### config.mk
export PLATFORM = sky130hd
export DESIGN_NAME = uart_tx_fifo
export DESIGN_NICKNAME = d
export VERILOG_FILES = /design/src/rtl/uart_tx_fifo.sv
export SDC_FILE = /design/constraint.sdc
export NUM_CORES = 1
export LEC_CHECK = 0
export CAP_MARGIN = 10
export CORE_ASPECT_RATIO = 2
export CORE_UTILIZATION = 55
export CTS_BUF_LIST = sky130_fd_sc_hd__clkbuf_8
export DETAILED_ROUTE_END_ITERATION = 10
export GPL_ROUTABILITY_DRIVEN = 0
export HOLD_SLACK_MARGIN = 0.02
export PLACE_DENSITY = 0.77
export SYNTH_ARGS = -nofsm -noshare
export SYNTH_HDL_FRONTEND = slang
export SYNTH_SLANG_ARGS = --single-unit
### constraint.sdc
create_clock -name clk -period 7.3 [get_ports clk]
set_clock_uncertainty 0.1 [all_clocks]
set_input_delay 1.46 -clock clk [delete_from_list [all_inputs] [get_ports clk]]
set_output_delay 1.46 -clock clk [all_outputs]
set_load 0.02 [all_outputs]
### src/rtl/uart_tx_fifo.sv
// Transmit FIFO feeding a UART transmitter: buffers host bytes and hands them out one frame at a time.
// Optional sticky overflow flag is built when UART_TX_FIFO_OVF_EN is defined.
module uart_tx_fifo #(
  parameter int unsigned DEPTH_BITS = 4
) (
  input  logic                  clk,
  input  logic                  rst,
  input  logic                  ena,
  input  logic [7:0]            wr_data,
  input  logic                  wr_en,
  output logic                  full,
  output logic                  empty,
  output logic [DEPTH_BITS:0]   count,
  output logic                  overflow,
  input  logic                  clr_ovf,
  input  logic                  tx_busy,
  output logic [7:0]            tx_data,
  output logic                  tx_start
);

  localparam logic [DEPTH_BITS:0]   CountFull = {1'b1, {DEPTH_BITS{1'b0}}};
  localparam logic [DEPTH_BITS:0]   CountOne  = 1;
  localparam logic [DEPTH_BITS-1:0] PtrOne    = 1;

  typedef enum logic [1:0] {StIdle, StStart, StSend} state_e;

  logic [7:0]            mem [2**DEPTH_BITS];
  logic [DEPTH_BITS-1:0] wr_ptr_q, rd_ptr_q;
  logic [DEPTH_BITS:0]   count_q;
  logic [7:0]            tx_data_q;
  state_e                state_q, state_d;
  logic                  push, pop;

  assign full  = (count_q == CountFull);
  assign empty = (count_q == '0);
  assign count = count_q;
  assign tx_data  = tx_data_q;
  assign tx_start = (state_q == StStart);

  // Drop decisions use the pre-edge count, so a same-cycle pop never rescues a write to a full FIFO.
  assign push = wr_en && !full;

  always_comb begin
    state_d = state_q;
    pop     = 1'b0;
    unique case (state_q)
      StIdle: begin
        if (ena && !empty && !tx_busy) begin
          pop     = 1'b1;
          state_d = StStart;
        end
      end
      StStart: if (tx_busy) state_d = StSend;
      StSend:  if (!tx_busy) state_d = StIdle;
      default: state_d = StIdle;
    endcase
  end

  always_ff @(posedge clk) begin
    if (push) mem[wr_ptr_q] <= wr_data;
  end

  always_ff @(posedge clk or negedge rst) begin
    if (!rst) begin
      state_q   <= StIdle;
      wr_ptr_q  <= '0;
      rd_ptr_q  <= '0;
      count_q   <= '0;
      tx_data_q <= 8'h00;
    end else begin
      state_q <= state_d;
      if (push) wr_ptr_q <= wr_ptr_q + PtrOne;
      if (pop) begin
        rd_ptr_q  <= rd_ptr_q + PtrOne;
        tx_data_q <= mem[rd_ptr_q];
      end
      if (push && !pop)      count_q <= count_q + CountOne;
      else if (pop && !push) count_q <= count_q - CountOne;
    end
  end

`ifdef UART_TX_FIFO_OVF_EN
  logic overflow_q;

  // A drop in the same cycle as a clear leaves the flag set.
  always_ff @(posedge clk or negedge rst) begin
    if (!rst) begin
      overflow_q <= 1'b0;
    end else if (wr_en && full) begin
      overflow_q <= 1'b1;
    end else if (clr_ovf) begin
      overflow_q <= 1'b0;
    end
  end

  assign overflow = overflow_q;
`else
  logic clr_ovf_unused;

  assign clr_ovf_unused = clr_ovf;
  assign overflow       = 1'b0;
`endif

endmodule

== Word-level counts from Yosys, hierarchy flattened ==
Memories as Yosys holds them, arrays and structs flattened. A register that Yosys moved wholly into a read port is not among the register bits.
Cells that the tools add are included.
Word-level totals
  bits in registers: 15
  bits in writable memories: 128
  memories kept: 1
  logic and storage cells: 40
Operators by class
  multiplexer cells: 10
  reduce and logical (&&, ||, !) cells: 15
  add/subtract/negate cells: 4
  equal/unequal tests: 6
Memory list
  mem: depth 16, bits a word 8, read ports 1, clocked after memory_dff 1, write ports 1, RTL line 27  | logic [7:0] mem [2**DEPTH_BITS];
Operators with widths (count)
  $mux W5: 2
  $add A4 B1 Y4 const B: 2
  $logic_not A1 Y1: 6
  $mux W2: 3
  $ne A2 B2 Y1 const B: 3
  $pmux W2 S3: 1
  $add A5 B1 Y5 const B: 1
  $eq A5 B5 Y1 const B: 1
  $logic_and A1 B1 Y1: 5
  $logic_not A5 Y1: 1
  $sub A5 B1 Y5 const B: 1
  $mux W1: 4
  $reduce_and A3 Y1: 1
  $eq A2 B1 Y1 const B: 1
  $eq A2 B2 Y1 const B: 1
  $logic_not A2 Y1: 1
  $reduce_bool A2 Y1: 1

== Longest topological paths before layout ==
Gate-level depths: netlist of run 1.
  depth after elaboration: 9
  mapped depth: 11
  gate-level depth less buffers: 10

== Worst setup path after synthesis of run 1 ==
No wires, ideal clock.
  kind: input to register
  from: input port tx_busy
  to: register count_q[4], in the netlist count[4]
  arrival: 3.206 ns
  stages on the path: 10
  setup time: 0.081 ns
  required time: 7.119 ns
  buffers on the path: 1
  setup slack: 3.913 ns
  cell sequence: nor4b_1 > o21ai_1 > buf_2 > ha_1 > inv_1 > ha_1 > a21o_1 > a21oi_1 > mux2i_1 > xnor2_1
Between the ends
  word-level cells in the longest chain between the ends: 7
  elaborated cells between the ends (all ways): 9
  those cells by class: mux (3); reduce/logical (6)
Ends and longest elaborated chain
  start, declared: RTL line 16  | input logic tx_busy,
  $logic_not A1 Y1 *
  $logic_and A1 B1 Y1 *: RTL line 48  | if (ena && !empty && !tx_busy) begin
  $mux W1 *: RTL line 48
  $mux W1 *: RTL line 46  | unique case (state_q)
  $logic_not A1 Y1: RTL line 77  | if (push && !pop) count_q <= count_q + CountOne;
  $logic_and A1 B1 Y1: RTL line 77
  $mux W5 / $reduce_bool A2 Y1 (equally long branches)
  end signal, assigned: RTL line 77
  end signal, assigned: RTL line 78  | else if (pop && !push) count_q <= count_q - CountOne;
  end, declared: RTL line 29  | logic [DEPTH_BITS:0] count_q;
Every way passes the cells marked *; elsewhere a longest branch is shown, timed or not.
A chain may end at the register's enable or synchronous reset.

== Final worst setup path of run 1 ==
  from: input port wr_en
  to: register count_q[4], in the netlist count[4]
Between the ends
  word-level cells in the longest chain between the ends: 4
  elaborated cells between the ends (all ways): 6
  those cells by class: mux (1); reduce/logical (5)
Ends and longest elaborated chain
  start, declared: RTL line 10  | input logic wr_en,
  $logic_and A1 B1 Y1 *: RTL line 41  | assign push = wr_en && !full;
  $logic_not A1 Y1: RTL line 78
  $logic_and A1 B1 Y1: RTL line 78
  $reduce_bool A2 Y1 (no line)
Marked as above.

==> results.md, run 1 <==
| Item | Reported | Unit |
|---|---|---|
| Outcome | finished, final reports clean | - |
| Mean post-synth cell area | 18.4 | um2 |
| Met3 usage in global routing | 5.21 | % |
| Post-route cell area | 6880 | um2 |
| Most instantiated flip-flop cell in the synthesis netlist | edfxtp_1 | - |
| RSZ-0062 raised after global routing | false | - |
| Standard-cell row count | 54 | - |
| Wire length per cell | 20.1 | um |
| Max-cap violation count | 0 | - |
| Setup-failing EPs final | 0 | - |
| Floorplan die area | 11700 | um2 |
| Aggregate global routing overflow | 0 | - |
| Multi-input gate area in the final layout | 1590 | um2 |
| Buffer levels on the longest clock path | 2 | - |
| Most common library cell in the layout ignoring fill and taps | edfxtp_1 | - |
| Ratio of total power to cell area | 360 | nW/um2 |
| First-pass GRT wire length | 16.3 | mm |
| Residual DRC | 0 | - |
| Fillers | 761 | - |
| Number of DRC markers in iteration 0 | 175 | - |
| Slowest library cell on the worst path | nor2b_1 | - |
| Origin of the critical flop-to-flop path | count[1] | - |
| Critical Path Most Common Cell | ha_1 | - |
| Cells along the critical path | clkdlybuf4s50_1 -> nor2b_1 -> ha_1 -> inv_1 -> ha_1 -> a21o_1 -> a21oi_1 -> mux2i_1 -> xnor2_1 | - |
| Placeable core area | 10900 | um2 |
| CTS tree | built | - |
| Wire length after detailed routing | 10.5 | mm |
| Beginning of the critical path | wr_en | - |
| Root Buffer | clkbuf_8 | - |
| Classification of the worst setup path | in -> reg | - |
| Layout overhead on the synthesized area | 11.6 | % |
| Placed wire-length estimate | 7.17 | mm |
| Critical path's largest stage delay | 0.63 | ns |
| Clock buffer count from CTS | 17 | - |
| Arrival time of data at the critical path endpoint | 4.13 | ns |
| Number of antenna violations at the first check in global routing | 0 | - |
| Number of unique standard cell types used by synthesis | 34 | - |
| Via count of the routed design | 2968 | - |
| Endpoint kind of the worst setup timing path | register | - |
| Buffers plus inverters on the worst setup path | 2 | - |
| Global Route met2 Usage | 37.2 | % |
| Setup TNS Final | 0 | ns |
| Post-Synthesis Cells | 336 | - |
| Total number of clock tree sinks | 151 | - |
| Path class of the lowest-slack min-delay path | reg -> reg | - |
| Post-cts gate resize count | 0 | - |
| Fraction of met1 tracks used by global routing | 19.7 | % |
| Count of pins over their slew limit | 0 | - |
| Gr usage total | 20.0 | % |
| Warning count from the yosys run | 0 | - |
| Global route hottest layer | met2 | - |
| Maximum fanout along the worst path | 9 | - |
| Starting Density | 56.7 | % |
| Headroom to the max-slew limit | 26.7 | % |
| CTS clock-pin slew for the worst setup and hold paths | 0.08 | ns |
| FF/Latch Area | 4420 | um2 |
| Port-buffer cells | 28 | - |
| Count of state elements after synthesis | 151 | - |
| Number of nets in the finished design | 396 | - |
| Via count of the first global-routing pass | 3148 | - |
| Static Leak | 2.41 | nW |
| Category of cells accounting for the largest share of critical-path delay | adder cells | - |
| Largest net degree at the start of global routing | 36 | - |
| Antenna Nets Post-Route | 0 | - |
| Number of optimization iterations in the first detailed-route pass | 4 | - |
| Placement-stage cell area | 6550 | um2 |
| Synth Cell Area | 6170 | um2 |
| Number of flops mapped to enable cells by yosys | 128 | - |
| Category of the worst setup path launch point | input pin | - |
| Fraction of synthesis flops using an asynchronous set or reset pin | 15.2 | % |
| Insertion delay to the later sink of the worst-skew pair | 0.43 | ns |
| FMAX | 0.258 | GHz |
| Part of the cycle the worst path needs | 53.2 | % |
| Die span in x | 76.9 | um |
| Diode insertion count for antenna repair | 0 | - |
| Fin crit period | 3.88 | ns |
| Clock H-tree levels | 4 | - |
| Boundary Pins | 31 | - |
| Floorplan die height | 152 | um |
| HP Start | tx_data[1] | - |
| Count of hold buffers inserted by post-cts repair | 0 | - |
| Worst-margin pin slew | 1.10 | ns |
| Sequential fraction of the synthesis area | 71.7 | % |
| Max VDD drop | 0.282 | mV |
| Count of endpoints failing hold in the final timing report | 0 | - |
| Commonest cells after routing, fill and taps aside | edfxtp_1, nand2_1, clkdlybuf4s50_1, dfrtp_1 | - |
| Ratio of cells with drive above 1 in the final layout | 15.7 | % |
| Finished Core Util | 63.3 | % |
| Vias/cell | 5.67 | - |
| Mapped Nets | 361 | - |
| Post-CTS setup repair buffer count | 0 | - |
| Data required time of the critical path | 7.55 | ns |
==> synth_stat cells, drive strengths merged (3+ instances only) <==
master	instances	share of area (%)
nand2	30	1.9
clkbuf	3	0.18
ha	10	2.0
nand2b	4	0.41
mux4	32	13
nor3	4	0.32
edfxtp	128	62
nor2	16	1.0
inv	9	0.55
a21oi	4	0.32
xnor2	9	1.3
dfrtp	23	9.3
mux2i	9	1.5
o21ai	20	1.6
buf	16	1.8
mux2	8	1.5
==> worst min-delay path, stage by stage (launching register included) <==
cell and delay, ns:
dfrtp_1 0.35, nand2_1 0.05, nand2_1 0.05
==> cells by family (layout without fill, tap and decap cells) <==
family,count (synthesis),after routing,synth area share [%]
AO/OA/AOI/OAI,26,26,2.19
XOR/XNOR,10,10,1.42
adder cells (fa/ha/maj),11,11,2.35
buffers and inverters,28,75,2.52
flip-flops,151,151,71.7
multiplexers,49,49,15.5
other,1,1,0.0608
AND/OR/NAND/NOR,60,60,4.26
==> cell type report <==
class                   count  area share [%]
clock buffers              17            3.40
clock inverters            14            1.40
well taps                 140            2.54
inverters                   9           0.491
multi-input cells         157            23.1
repair buffers             35            4.83
flip-flops and latches    151            64.2
==> metal layers <==
metal  wire length [um]  vias up
li1                   -     1370
met1               3710     1483
met2               6020       90
met3                434       25
met4                361        0
met5                  0        -
==> state kept, by name, summed over array words and instances, names as in the netlist <==
| name | count |
|---|---|
| rd_ptr_q | 4 |
| state_q | 2 |
| tx_data | 8 |
| wr_ptr_q | 4 |
| mem | 128 |
| count | 5 |
==> worst paths after layout <==
kind | slack (ns) | cells after the start | end
hold reg to reg | 0.37 | 2 | tx_data[1]
max in group asynchronous | 4.88 | 1 | rd_ptr_q[0]
min in group asynchronous | 1.51 | 1 | count[0]
setup / recovery | 3.42 | 9 | count[4]
hold / removal | 0.37 | 2 | tx_data[1]
setup reg to reg | 4.16 | 10 | count[4]
==> power breakdown <==
part / total [mW] / internal (mW) / switching [mW]
Combinational: 0.747 / 0.386 / 0.362
Clock: 0.537 / 0.257 / 0.280
Sequential: 1.20 / 1.07 / 0.127
==> stage by stage <==
stage / power (mW) / hold WS (ns) / std cells / setup WS (ns)
final: 2.48 / 0.373 / 523 / 3.42
after global routing: 2.61 / 0.406 / 523 / 3.30
after CTS: 2.51 / 0.381 / 523 / 3.44
after detailed placement: 1.97 / 0.363 / 492 / 2.98
after global placement: 1.94 / 0.353 / 492 / 3.06
after floorplan: 1.76 / 0.432 / 336 / 3.91
No activity file was read; power rests on OpenSTA's default activity.
==> inputs of run 2 (changes only) <==
--- a/config.mk
+++ b/config.mk
@@ -12,7 +12,7 @@
 export DETAILED_ROUTE_END_ITERATION = 10
 export GPL_ROUTABILITY_DRIVEN = 0
 export HOLD_SLACK_MARGIN = 0.02
-export PLACE_DENSITY = 0.77
+export PLACE_DENSITY = 0.8
 export SYNTH_ARGS = -nofsm -noshare
 export SYNTH_HDL_FRONTEND = slang
 export SYNTH_SLANG_ARGS = --single-unit
==> constraint.sdc (replaced) <==
create_clock -name clk -period 3.33 [get_ports clk]
set_clock_uncertainty 0.1 [all_clocks]
set_input_delay 0.666 -clock clk [delete_from_list [all_inputs] [get_ports clk]]
set_output_delay 0.666 -clock clk [all_outputs]
set_load 0.02 [all_outputs]
==> run 2 against run 1 <==
  * Sequential share of layout area shrank 2.1 points
  * Total power grew 140%
  * Sequential power increased by 120%
  * Global-route usage rose by 1.5 points
  * Critical endpoint is now full
  * Highest routed layer unchanged
==> results.md, run 2 (synthesis results as in run 1) <==
| Item | Reported | Unit |
|---|---|---|
| Number of DRC markers in iteration 0 | 151 | - |
| Buffer levels on the longest clock path | 2 | - |
| CTS clock-pin slew for the worst setup and hold paths | 0.08 | ns |
| Setup TNS Final | 0 | ns |
| Hold Path Stages | 2 | - |
| Number of nets in the finished design | 412 | - |
| Commonest cells after routing, fill and taps aside | edfxtp_1, nand2_1, clkdlybuf4s50_1, buf_4, dfrtp_1 | - |
| Outcome | finished, final reports clean | - |
| Wire length after detailed routing | 11.2 | mm |
| Gr usage total | 21.4 | % |
| Root Buffer | clkbuf_8 | - |
| FMAX | 0.333 | GHz |
| Worst setup slack after placement | 0.144 | ns |
| Vias/cell | 5.81 | - |
| Number of optimization iterations in the first detailed-route pass | 4 | - |
| Post-CTS setup repair buffer count | 0 | - |
| Max VDD drop | 0.439 | mV |
| Count of pins over their slew limit | 0 | - |
| Worst-case setup margin in the final layout | 0.327 | ns |
| Beginning of the critical path | count[0] | - |
| Classification of the worst setup path | reg -> out | - |
| Port-buffer cells | 28 | - |
| Residual DRC | 0 | - |
| Maximum fanout along the worst path | 5 | - |
| Insertion delay to the later sink of the worst-skew pair | 0.44 | ns |
| Flip-flop count of the largest register after layout | 128 | - |
| Floorplan die area | 11700 | um2 |
| Reg-to-Reg End | count[4] | - |
| Antenna Nets Post-Route | 0 | - |
| Ratio of cells with drive above 1 in the final layout | 20.0 | % |
| Worst-case hold path end point | tx_data[1] | - |
| Ratio of total power to cell area | 825 | nW/um2 |
| Count of hold buffers inserted by post-cts repair | 0 | - |
| Endpoint kind of the worst setup timing path | primary output | - |
| Count of endpoints failing hold in the final timing report | 0 | - |
| Post-cts gate resize count | 0 | - |
| Origin of the critical flop-to-flop path | count[0] | - |
| Part of the cycle the worst path needs | 90.2 | % |
| Static Leak | 2.54 | nW |
| Max-cap violation count | 0 | - |
| Setup-failing EPs final | 0 | - |
| Aggregate global routing overflow | 0 | - |
| Starting Density | 56.7 | % |
| Clock H-tree levels | 4 | - |
| Total number of clock tree sinks | 151 | - |
| HP Start | tx_data[1] | - |
| Layout overhead on the synthesized area | 15.5 | % |
| Wire length per cell | 20.7 | um |
| Die span in x | 76.9 | um |
| Placeable core area | 10900 | um2 |
| Fin crit period | 3.00 | ns |
| Largest net degree at the start of global routing | 24 | - |
| Diode insertion count for antenna repair | 0 | - |
| First-pass GRT wire length | 17.7 | mm |
| Category of the worst setup path launch point | register | - |
| Worst Reg2Reg Path Length in Cells | 10 | - |
| Floorplan die height | 152 | um |
| Via count of the routed design | 3137 | - |
| Most common library cell in the layout ignoring fill and taps | edfxtp_1 | - |
| Via count of the first global-routing pass | 3321 | - |
| Number of antenna violations at the first check in global routing | 0 | - |
| RSZ-0062 raised after global routing | false | - |
| Headroom to the max-slew limit | 32.2 | % |
| Register-to-register path setup slack | 0.45 | ns |
| Clock buffer count from CTS | 17 | - |
| Placed wire-length estimate | 7.62 | mm |
| Arrival time of data at the critical path endpoint | 2.24 | ns |
| Data required time of the critical path | 2.56 | ns |
| Register with the most flip-flops | mem | - |
| Worst-margin pin slew | 1.02 | ns |
| Boundary Pins | 31 | - |
| Path class of the lowest-slack min-delay path | reg -> reg | - |
| CTS tree | built | - |
| Standard-cell row count | 54 | - |
==> run 2: cell count changes in the layout (fill, tap and decap cells not counted) <==
cell        previous run  this run
clkinv_1               3         1
bufinv_16              1         5
inv_1                 12        11
clkinv_2               4         2
clkinvlp_4             2         3
clkinv_4               1         2
buf_4                  7        23
==> run 2: worst max path at each step <==
stage,endpoint
floorplan,count[4]
global placement,count[4]
detailed placement,count[4]
CTS,full
global route,full
finish,full
==> run 2: critical path, cell delays in order, from the launching register on <==
cell,delay [ns]
dfrtp_1,0.45
or4_1,0.60
nor2_2,0.14
clkdlybuf4s50_1,0.61
==> run 2: per-stage QoR <==
step	util [%]	instances	hold slack (ns)	cell area [um2]	total power, mW
3_3_place_gp	61.4	508	0.358	6670	4.30
3_5_place_dp	61.4	508	0.364	6670	4.38
4_1_cts	65.4	540	0.383	7120	5.93
6_report	65.4	540	0.380	7120	5.88
2_1_floorplan	-	336	0.270	6170	3.85
5_1_grt	65.4	540	0.412	7120	6.16
==> run 2: power breakdown <==
part | internal, mW | total [mW] | switching, mW
clock | 0.882 | 1.54 | 0.653
sequential | 2.34 | 2.64 | 0.299
combinational | 0.894 | 1.70 | 0.806
==> run 2: layout make-up <==
type | count | area, um2
clock buffers | 17 | 234
clock inverters | 15 | 211
fillers | 715 | 3760
inverters | 9 | 33.8
multi-input cells | 157 | 1590
flip-flops and latches | 151 | 4420
well taps | 140 | 175
repair buffers | 51 | 453
==> run 2: routing by layer <==
layer  track usage [%]  wire length, um  vias to the layer above
met3              5.03              372                       38
li1                  -                -                     1401
met5                 0                0                        -
met1              22.4             4010                     1596
met4              12.5              479                        0
met2              38.9             6320                      102
